`config.mk`:
```
export PLATFORM = sky130hd
export DESIGN_NAME = minirisc_stack_engine
export DESIGN_NICKNAME = d
export VERILOG_FILES = /design/src/rtl/minirisc_stack_engine.sv
export SDC_FILE = /design/constraint.sdc
export NUM_CORES = 1
export LEC_CHECK = 0
export BUFFER_PORTS_ARGS = -buffer_cell sky130_fd_sc_hd__buf_2
export CORE_ASPECT_RATIO = 0.75
export CORE_UTILIZATION = 55
export CTS_BUF_LIST = sky130_fd_sc_hd__clkbuf_16
export DETAILED_ROUTE_END_ITERATION = 10
export PLACE_DENSITY = 0.79
export REMOVE_ABC_BUFFERS = 1
export SLEW_MARGIN = 20
export SYNTH_ARGS = -nofsm -noshare
export SYNTH_HDL_FRONTEND = slang
export SYNTH_SLANG_ARGS = --single-unit
```
`constraint.sdc`:
```
create_clock -name clk -period 5.2 [get_ports clk]
set_input_delay 0.52 -clock clk [delete_from_list [all_inputs] [get_ports clk]]
set_output_delay 0.52 -clock clk [all_outputs]
set_load 0.02 [all_outputs]
```
`src/rtl/minirisc_stack_engine.sv`:
```
// minirisc_stack_engine
//
// Call/interrupt stack for the MiniRISC CPU family. A push saves one frame into data memory
// through the CPU master bus, and a pop restores it. A frame is the PC, split into one or two
// bus words with the least-significant word first, followed by one word of flags. The stack
// grows downward from STACK_BASE, and sp always names the next free address. Frame depth is
// tracked so that a push on a full stack or a pop on an empty stack is rejected without any
// bus activity.
//
// Ports
//   clk, rst            clock, asynchronous active-high reset
//   op_start, op_push   start request (IDLE only), 1 = push / 0 = pop
//   flush               in IDLE: empty the stack (wins over op_start)
//   pc_in, flags_in     frame to push, captured with op_start
//   pc_out, flags_out   last popped frame
//   busy                high outside IDLE
//   op_done, op_error   completion pulse, error flags a rejected operation
//   sp, depth           next free address, current frame count
//   full, empty         depth == STACK_DEPTH, depth == 0
//   bus_req, bus_grant  master bus handshake, one word per granted cycle
//   bus_addr, bus_wr, bus_rd, bus_wdata  bus command, all zero unless granted
//   bus_rdata           read data, valid in the same cycle as bus_rd
module minirisc_stack_engine #(
    parameter int unsigned ADDR_W      = 8,
    parameter int unsigned DATA_W      = 8,
    parameter int unsigned PC_W        = 8,
    parameter int unsigned FLAG_W      = 6,
    parameter int unsigned STACK_BASE  = (1 << ADDR_W) - 1,
    parameter int unsigned STACK_DEPTH = 16
) (
    input  logic                             clk,
    input  logic                             rst,
    input  logic                             op_start,
    input  logic                             op_push,
    input  logic                             flush,
    input  logic [PC_W-1:0]                  pc_in,
    input  logic [FLAG_W-1:0]                flags_in,
    output logic [PC_W-1:0]                  pc_out,
    output logic [FLAG_W-1:0]                flags_out,
    output logic                             busy,
    output logic                             op_done,
    output logic                             op_error,
    output logic [ADDR_W-1:0]                sp,
    output logic [$clog2(STACK_DEPTH+1)-1:0] depth,
    output logic                             full,
    output logic                             empty,
    output logic                             bus_req,
    input  logic                             bus_grant,
    output logic [ADDR_W-1:0]                bus_addr,
    output logic                             bus_wr,
    output logic                             bus_rd,
    output logic [DATA_W-1:0]                bus_wdata,
    input  logic [DATA_W-1:0]                bus_rdata
);

    localparam int unsigned PC_BYTES   = (PC_W + DATA_W - 1) / DATA_W;
    localparam int unsigned FRAME      = PC_BYTES + 1;
    localparam int unsigned FRAME_BITS = FRAME * DATA_W;
    localparam int unsigned DEPTH_W    = $clog2(STACK_DEPTH + 1);
    localparam int unsigned K_W        = $clog2(FRAME);

    if (PC_W == 0 || PC_W > 2 * DATA_W) begin : g_bad_pc_w
        $error("minirisc_stack_engine: PC_W must be in 1..2*DATA_W");
    end
    if (FLAG_W == 0 || FLAG_W > DATA_W) begin : g_bad_flag_w
        $error("minirisc_stack_engine: FLAG_W must be in 1..DATA_W");
    end
    if (longint'(STACK_BASE) + 1 < longint'(STACK_DEPTH) * longint'(FRAME)) begin : g_bad_geom
        $error("minirisc_stack_engine: STACK_BASE+1 must be >= STACK_DEPTH*FRAME");
    end

    typedef enum logic [1:0] {
        StIdle,
        StXfer,
        StDone
    } state_e;

    state_e                  state_q;
    logic                    push_q;
    logic [K_W-1:0]          k_q;
    logic [ADDR_W-1:0]       ptr_q;
    logic [FRAME_BITS-1:0]   frame_q;
    logic [ADDR_W-1:0]       sp_q;
    logic [DEPTH_W-1:0]      depth_q;
    logic [PC_W-1:0]         pc_q;
    logic [FLAG_W-1:0]       flags_q;
    logic                    busy_q;
    logic                    done_q;
    logic                    error_q;
    logic                    req_q;

    logic [FRAME_BITS-1:0]   push_image;
    logic [FRAME_BITS-1:0]   frame_next;
    logic                    xfer_go;
    logic                    is_full;
    logic                    is_empty;
    logic                    last_byte;

    assign is_full   = (depth_q == DEPTH_W'(STACK_DEPTH));
    assign is_empty  = (depth_q == '0);
    assign last_byte = (k_q == K_W'(FRAME - 1));

    // frame_q doubles as the push shift-out register and the pop shadow register. A push
    // shifts words out at the bottom (PC LSB first, flags last). A pop shifts words in at
    // the bottom, so the flags word read first ends on top and the PC LSB read last ends at
    // the bottom, which is exactly the push image layout.
    always_comb begin
        push_image = '0;
        push_image[PC_W-1:0] = pc_in;
        push_image[PC_BYTES*DATA_W +: FLAG_W] = flags_in;

        if (push_q) begin
            frame_next = frame_q >> DATA_W;
        end else begin
            frame_next = {frame_q[FRAME_BITS-DATA_W-1:0], bus_rdata};
        end

        xfer_go   = (state_q == StXfer) && bus_grant;
        bus_addr  = xfer_go ? ptr_q : '0;
        bus_wr    = xfer_go && push_q;
        bus_rd    = xfer_go && !push_q;
        bus_wdata = (xfer_go && push_q) ? frame_q[DATA_W-1:0] : '0;
    end

    always_ff @(posedge clk or posedge rst) begin
        if (rst) begin
            state_q <= StIdle;
            push_q  <= 1'b0;
            k_q     <= '0;
            ptr_q   <= '0;
            frame_q <= '0;
            sp_q    <= ADDR_W'(STACK_BASE);
            depth_q <= '0;
            pc_q    <= '0;
            flags_q <= '0;
            busy_q  <= 1'b0;
            done_q  <= 1'b0;
            error_q <= 1'b0;
            req_q   <= 1'b0;
        end else begin
            done_q  <= 1'b0;
            error_q <= 1'b0;
            unique case (state_q)
                StIdle: begin
                    if (flush) begin
                        sp_q    <= ADDR_W'(STACK_BASE);
                        depth_q <= '0;
                    end else if (op_start) begin
                        busy_q <= 1'b1;
                        push_q <= op_push;
                        k_q    <= '0;
                        if (op_push ? is_full : is_empty) begin
                            // Rejected: report straight away, memory and sp untouched.
                            state_q <= StDone;
                            done_q  <= 1'b1;
                            error_q <= 1'b1;
                        end else begin
                            state_q <= StXfer;
                            req_q   <= 1'b1;
                            frame_q <= push_image;
                            ptr_q   <= op_push ? sp_q : sp_q + ADDR_W'(1);
                        end
                    end
                end
                StXfer: begin
                    if (bus_grant) begin
                        frame_q <= frame_next;
                        k_q     <= k_q + K_W'(1);
                        ptr_q   <= push_q ? ptr_q - ADDR_W'(1) : ptr_q + ADDR_W'(1);
                        if (last_byte) begin
                            state_q <= StDone;
                            req_q   <= 1'b0;
                            done_q  <= 1'b1;
                            if (push_q) begin
                                sp_q    <= sp_q - ADDR_W'(FRAME);
                                depth_q <= depth_q + DEPTH_W'(1);
                            end else begin
                                sp_q    <= sp_q + ADDR_W'(FRAME);
                                depth_q <= depth_q - DEPTH_W'(1);
                                pc_q    <= frame_next[PC_W-1:0];
                                flags_q <= frame_next[PC_BYTES*DATA_W +: FLAG_W];
                            end
                        end
                    end
                end
                StDone: begin
                    state_q <= StIdle;
                    busy_q  <= 1'b0;
                end
                default: begin
                    state_q <= StIdle;
                    busy_q  <= 1'b0;
                    req_q   <= 1'b0;
                end
            endcase
        end
    end

    assign pc_out    = pc_q;
    assign flags_out = flags_q;
    assign busy      = busy_q;
    assign op_done   = done_q;
    assign op_error  = error_q;
    assign sp        = sp_q;
    assign depth     = depth_q;
    assign full      = is_full;
    assign empty     = is_empty;
    assign bus_req   = req_q;

endmodule
```
==> results of run 1 <==
[cell usage in the layout (no fill, tap or decap), drive strengths merged, types with 8 or more instances in the layout]
cell | Yosys | final
buf | 6 | 82
dfrtp | 51 | 51
a21oi | 42 | 42
nand2 | 40 | 40
nor2 | 34 | 34
o21ai | 34 | 34
and3 | 23 | 23
ha | 15 | 15
mux2i | 10 | 10
xnor2 | 10 | 10
nand3 | 10 | 10
clkbuf | 13 | 9
inv | 9 | 9
mux2 | 8 | 8
dfstp | 8 | 8
[logic make-up (layout without fill, tap and decap cells)]
| family | after synthesis | count (layout) | share of synthesized area |
|---|---|---|---|
| simple gates | 135 | 135 | 0.1937 |
| mux | 18 | 18 | 0.05544 |
| fa+ha+maj | 18 | 18 | 0.07221 |
| xor+xnor | 17 | 17 | 0.04340 |
| compound gates | 100 | 100 | 0.1656 |
| flops | 59 | 59 | 0.4333 |
| buf+inv | 28 | 107 | 0.03647 |
[layout make-up]
cell class              count  area (um^2)  area share
multi-input cells         288         1832      0.4424
flip-flops and latches     59         1486      0.3590
repair buffers             82        420.4      0.1015
clock buffers               9        225.2     0.05440
well taps                  78        97.59     0.02357
clock inverters             7        45.04     0.01088
inverters                   9        33.78    0.008160
[state kept, by name (all words and copies together) (netlist names)]
signal / count
frame_q: 16
depth: 5
push_q: 1
state_q: 2
op_done: 1
op_error: 1
ptr_q: 8
bus_req: 1
pc_out: 8
sp: 8
k_q: 1
flags_out: 6
busy: 1
[metrics by stage]
step	cell area [um^2]	setup WS [ns]
2_1_floorplan	3339	2.325
3_3_place_gp	3865	2.716
3_5_place_dp	3865	2.656
4_1_cts	4135	2.442
5_1_grt	4140	2.259
6_report	4140	2.397
[path summary, 6_finish.rpt]
check	endpoint	cells past startpoint	start	slack [ns]
min	pc_out[7]	3	rst	0.41
max reg2reg	sp[7]	9	push_q	2.61
max	bus_wdata[7]	4	state_q[1]	2.40
max in group asynchronous	depth[0]	3	rst	4.32
min in group clk	sp[0]	2	flush	0.44
min reg2reg	bus_req	2	bus_req	0.47
[layer usage]
metal | up-vias | global-route usage | wire length (um)
met3 | 12 | 0.07734 | 507
met1 | 1425 | 0.3911 | 3751
met4 | 0 | 0.08034 | 107
met5 | - | 0 | 0
met2 | 106 | 0.3930 | 3628
li1 | 1475 | - | -
[report_power, final]
part | switching (uW) | total (uW) | leakage [uW] | internal (uW)
clock network | 211 | 529 | 0.000125 | 319
registers | 169 | 849 | 0.000722 | 680
logic | 1010 | 1670 | 0.00124 | 657
[worst register-to-register path: stages, from the launching register on]
cell and delay (ns):
dfrtp_1 0.33, buf_4 0.38, inv_2 0.31, fa_1 0.47, nor2b_1 0.12, o21ai_0 0.10
a21boi_0 0.31, and3_1 0.23, o221ai_1 0.13, o21a_1 0.14
==> results.cfg, run 1 <==
[run_status]
outcome = complete, no violations

[synthesis]
synth_top_area_frac = 0.3720
netlist_top_cells_count = dfrtp_1, a21oi_1, nand2_1, nor2_1, o21ai_0
synth_edf_count = 0
syn_avg_cell_area_um2 = 9.149
yosysWarnings = 0
syn_area_um2 = 3431
synth_most_common_cell = dfrtp_1
synth.distinct_cells = 49
synth_top_area_cell = dfrtp_1
syn_inst = 375
synth_ff_type = dfrtp_1
synth_area_leaders = dfrtp_1, a21oi_1, dfstp_2
synthArstFlopShare = 1.000
synth-seq-cells = 59
synth_seq_area_share = 0.4333

[final_layout]
finalNonFillerCells = 532
fin_nets = 495
n_antenna_cell = 0
fin_util = 0.6999
area_delta_synth_final_pct = 20.68
layout-drive-gt1-share = 0.2643
fill_cells = 470

[placed_design]
routabilityCongestion = 0.8722
io_buffers = 78
dp_cells = 516
dp_hpwl_mm = 5.397

[die]
core-area_um2 = 5916
initial_core_util = 0.5799
dieArea_um2 = 6561
rows = 24
die_w_um = 93.20
ios = 79
die_h_um = 70.40

[setup_path]
critPathSlowestCell = and2b_1
start_kind = register
required_ns = 4.68
worstPathArrival_ns = 2.28
critPathMaxFanout = 20
end_kind = output pin
crit_buf_inv = 1
crit_path_cell_trace = and2b_1 > and2_1 > and3_1 > buf_2
critPathKind = register to output pin
crit_family = simple AND/OR/NAND/NOR gates
slowest_delay_ns = 0.61

[global_route]
grt_pass1_vias = 2905
grt_max_degree = 60
grt_pass1_wl_mm = 13.72
antenna_found_initial = 0
overflow = 0
track_usage = 0.2704

[run]
maxCapViolCount = 0

[clock_tree]
h-tree-depth = 3
cts.repair.resized = 0
cts_buffers = 9
clock_sinks = 59
cts_tree = done
path_clk_slew_ns = 0.05
cts_root_buf = clkbuf_16
clk_path_buf_depth = 2
post-cts-setup-buffers = 0
clock_latency_ns = 0.33
hold_buffers = 0

[drt]
dr.pass1.iters = 4
drtAntennaViolNets = 0
wire_per_inst_um = 15.03
drt-total-wl_mm = 7.995
drc = 0
drt-initial-drc-count = 167
vias = 3018
via_per_inst = 5.673

[sta]
finalWorstPathRequiredPeriod_ns = 2.803
setup_viol = 0
rsz0062_at_grt = false
hold_violations = 0
clock.fmax_ghz = 0.3568
slew_headroom = 0.5102
tightest_slew_ns = 0.7347
min_period_over_period = 0.5390
drv_slew = 0
finalClockSkew_ns = 0.005476
setup_tns_ns = 0
whs_ns = 0.4065

[pwr]
leakage_uw = 0.002090
finalPower_uw = 3050
peakVddDrop_mv = 0.3066
power_density_nw_per_um2 = 736.6

[min_path]
hp-class = input pin to async pin
Note: power is estimated with default switching activity, not from simulation.
==> run 2: changes to the inputs <==
CORE_UTILIZATION = 54   (was 55)
PLACE_DENSITY = 0.78   (was 0.79)
clock period = 2.75 ns   (was 5.2 ns; I/O delays follow)
==> results.cfg, run 2 (synthesis results as in run 1) <==
[final_layout]
n_antenna_cell = 0
area_delta_synth_final_pct = 21.81
fin_nets = 502
largest_register_ffs = 16
seq_area_um2 = 1486
layout-drive-gt1-share = 0.2733
final_cell_mix = buf_2, dfrtp_1, a21oi_1
final_common_cell = buf_2
multi_input_area_um2 = 1827
top_register = frame_q
fill_cells = 501

[drt]
via_per_inst = 5.709
met1_length_mm = 3.859
drtAntennaViolNets = 0
wl_met2_mm = 3.878
drt-total-wl_mm = 8.449
vias = 3077
wire_per_inst_um = 15.68
drt-initial-drc-count = 204
top_layer_used = met4
drc = 0
wl_met3_um = 605
dr.pass1.iters = 4

[global_route]
track_usage = 0.2808
grt_max_degree = 32
grt_pass1_vias = 3062
overflow = 0
antenna_found_initial = 0
grt_pass1_wl_mm = 14.30

[clock_tree]
post-cts-setup-buffers = 0
cts.repair.resized = 0
hold_buffers = 0
cts_buffers = 9
cts_tree = done
clock_sinks = 59
path_clk_slew_ns = 0.05
h-tree-depth = 3
cts_root_buf = clkbuf_16
clock_latency_ns = 0.33
clk_path_buf_depth = 2

[placed_design]
routabilityCongestion = 0.8754
dp_hpwl_mm = 6.082
io_buffers = 78

[die]
die_h_um = 71.03
dieArea_um2 = 6680
initial_core_util = 0.5741
die_w_um = 94.04
core-area_um2 = 5976
ios = 79
rows = 24

[pwr]
switching_share = 0.4579
power_frac_seq = 0.281
intPower_uw = 3170
power_density_nw_per_um2 = 1399
leakage_uw = 0.002136
peakVddDrop_mv = 0.6673
p_clk_frac = 0.169
p_switching_uw = 2678
power_frac_comb = 0.550

[setup_path]
required_ns = 3.01
r2r-start = push_q
rr_worst_depth = 8
slowest_delay_ns = 0.65
crit_buf_inv = 1
crit_family = compound AO/OA/AOI/OAI gates
crit_start = push_q
r2r_slack_ns = 0.25
critPathSlowestCell = dfrtp_1
critPathMaxFanout = 14
end_kind = register
crit_path_cell_trace = inv_2 > fa_1 > nor2b_1 > o21ai_0 > a21boi_0 > and3_1 > o22ai_1 > o21a_1
start_kind = register
crit-reg2reg-capture = sp[7]
worstPathArrival_ns = 2.75
critPathKind = register to register

[run]
maxCapViolCount = 0

[sta]
whs_ns = 0.01596
setup_viol = 0
slew_headroom = 0.5171
tightest_slew_ns = 0.7243
setup_tns_ns = 0
drv_slew = 0
finalWorstPathRequiredPeriod_ns = 2.496
clock.fmax_ghz = 0.4006
rsz0062_at_grt = false
hold_violations = 0
finalClockSkew_ns = 0.002342
min_period_over_period = 0.9077

[min_path]
hp-class = input pin to async pin

[run_status]
outcome = complete, no violations
[run 2: cell types whose count changed in the layout (fill, tap and decap cells not counted), sizes merged]
cell      change
buf           +7
clkinv        +2
clkinvlp      -3
inv           +1
[run 2: area by class of cell]
type	count	area share
multi-input combinational	288	0.4371
sequential	59	0.3557
timing repair buffer	89	0.1132
clock buffer	9	0.05389
tap	78	0.02335
clock inverter	7	0.008683
inverter	9	0.008084
[run 2: power groups by stage]
stage	Clock [uW]	Combinational [uW]	Sequential [uW]
finish	986	3220	1650
global placement	0	3060	1630
detailed placement	0	3180	1650
floorplan	0	2050	1840
CTS	1010	3200	1640
global route	1030	3620	1710
[run 2: per-layer routing]
metal  global-route usage  vias up
li1                     -     1486
met1               0.3831     1481
met2               0.4298       97
met3              0.08172       13
met4              0.09573        0
met5                    0        -
[run 2: stage by stage]
step | total power (uW) | util | setup slack, ns | cells | cell area [um^2]
detailed placement | 4830 | 0.6556 | 0.3080 | 523 | 3918
global placement | 4690 | 0.6556 | 0.4058 | 523 | 3918
CTS | 5852 | 0.6993 | 0.2777 | 539 | 4179
global route | 6362 | 0.6993 | 0.01262 | 539 | 4179
floorplan | 3894 | - | -0.1251 | 356 | 3339
finish | 5848 | 0.6993 | 0.2539 | 539 | 4179
[run 2: worst max-delay path by stage]
stage / to / slack, ns / cells after the start
after floorplan: pc_out[7] / -0.13 / 3
after global placement: sp[7] / 0.41 / 8
after detailed placement: sp[7] / 0.31 / 8
after CTS: sp[7] / 0.28 / 8
after global routing: sp[7] / 0.01 / 8
final: sp[7] / 0.25 / 8
[run 2: tightest hold or removal path, delay by kind of cell]
kind	cells	cell delay [ns]
buffers and inverters	3	0.47
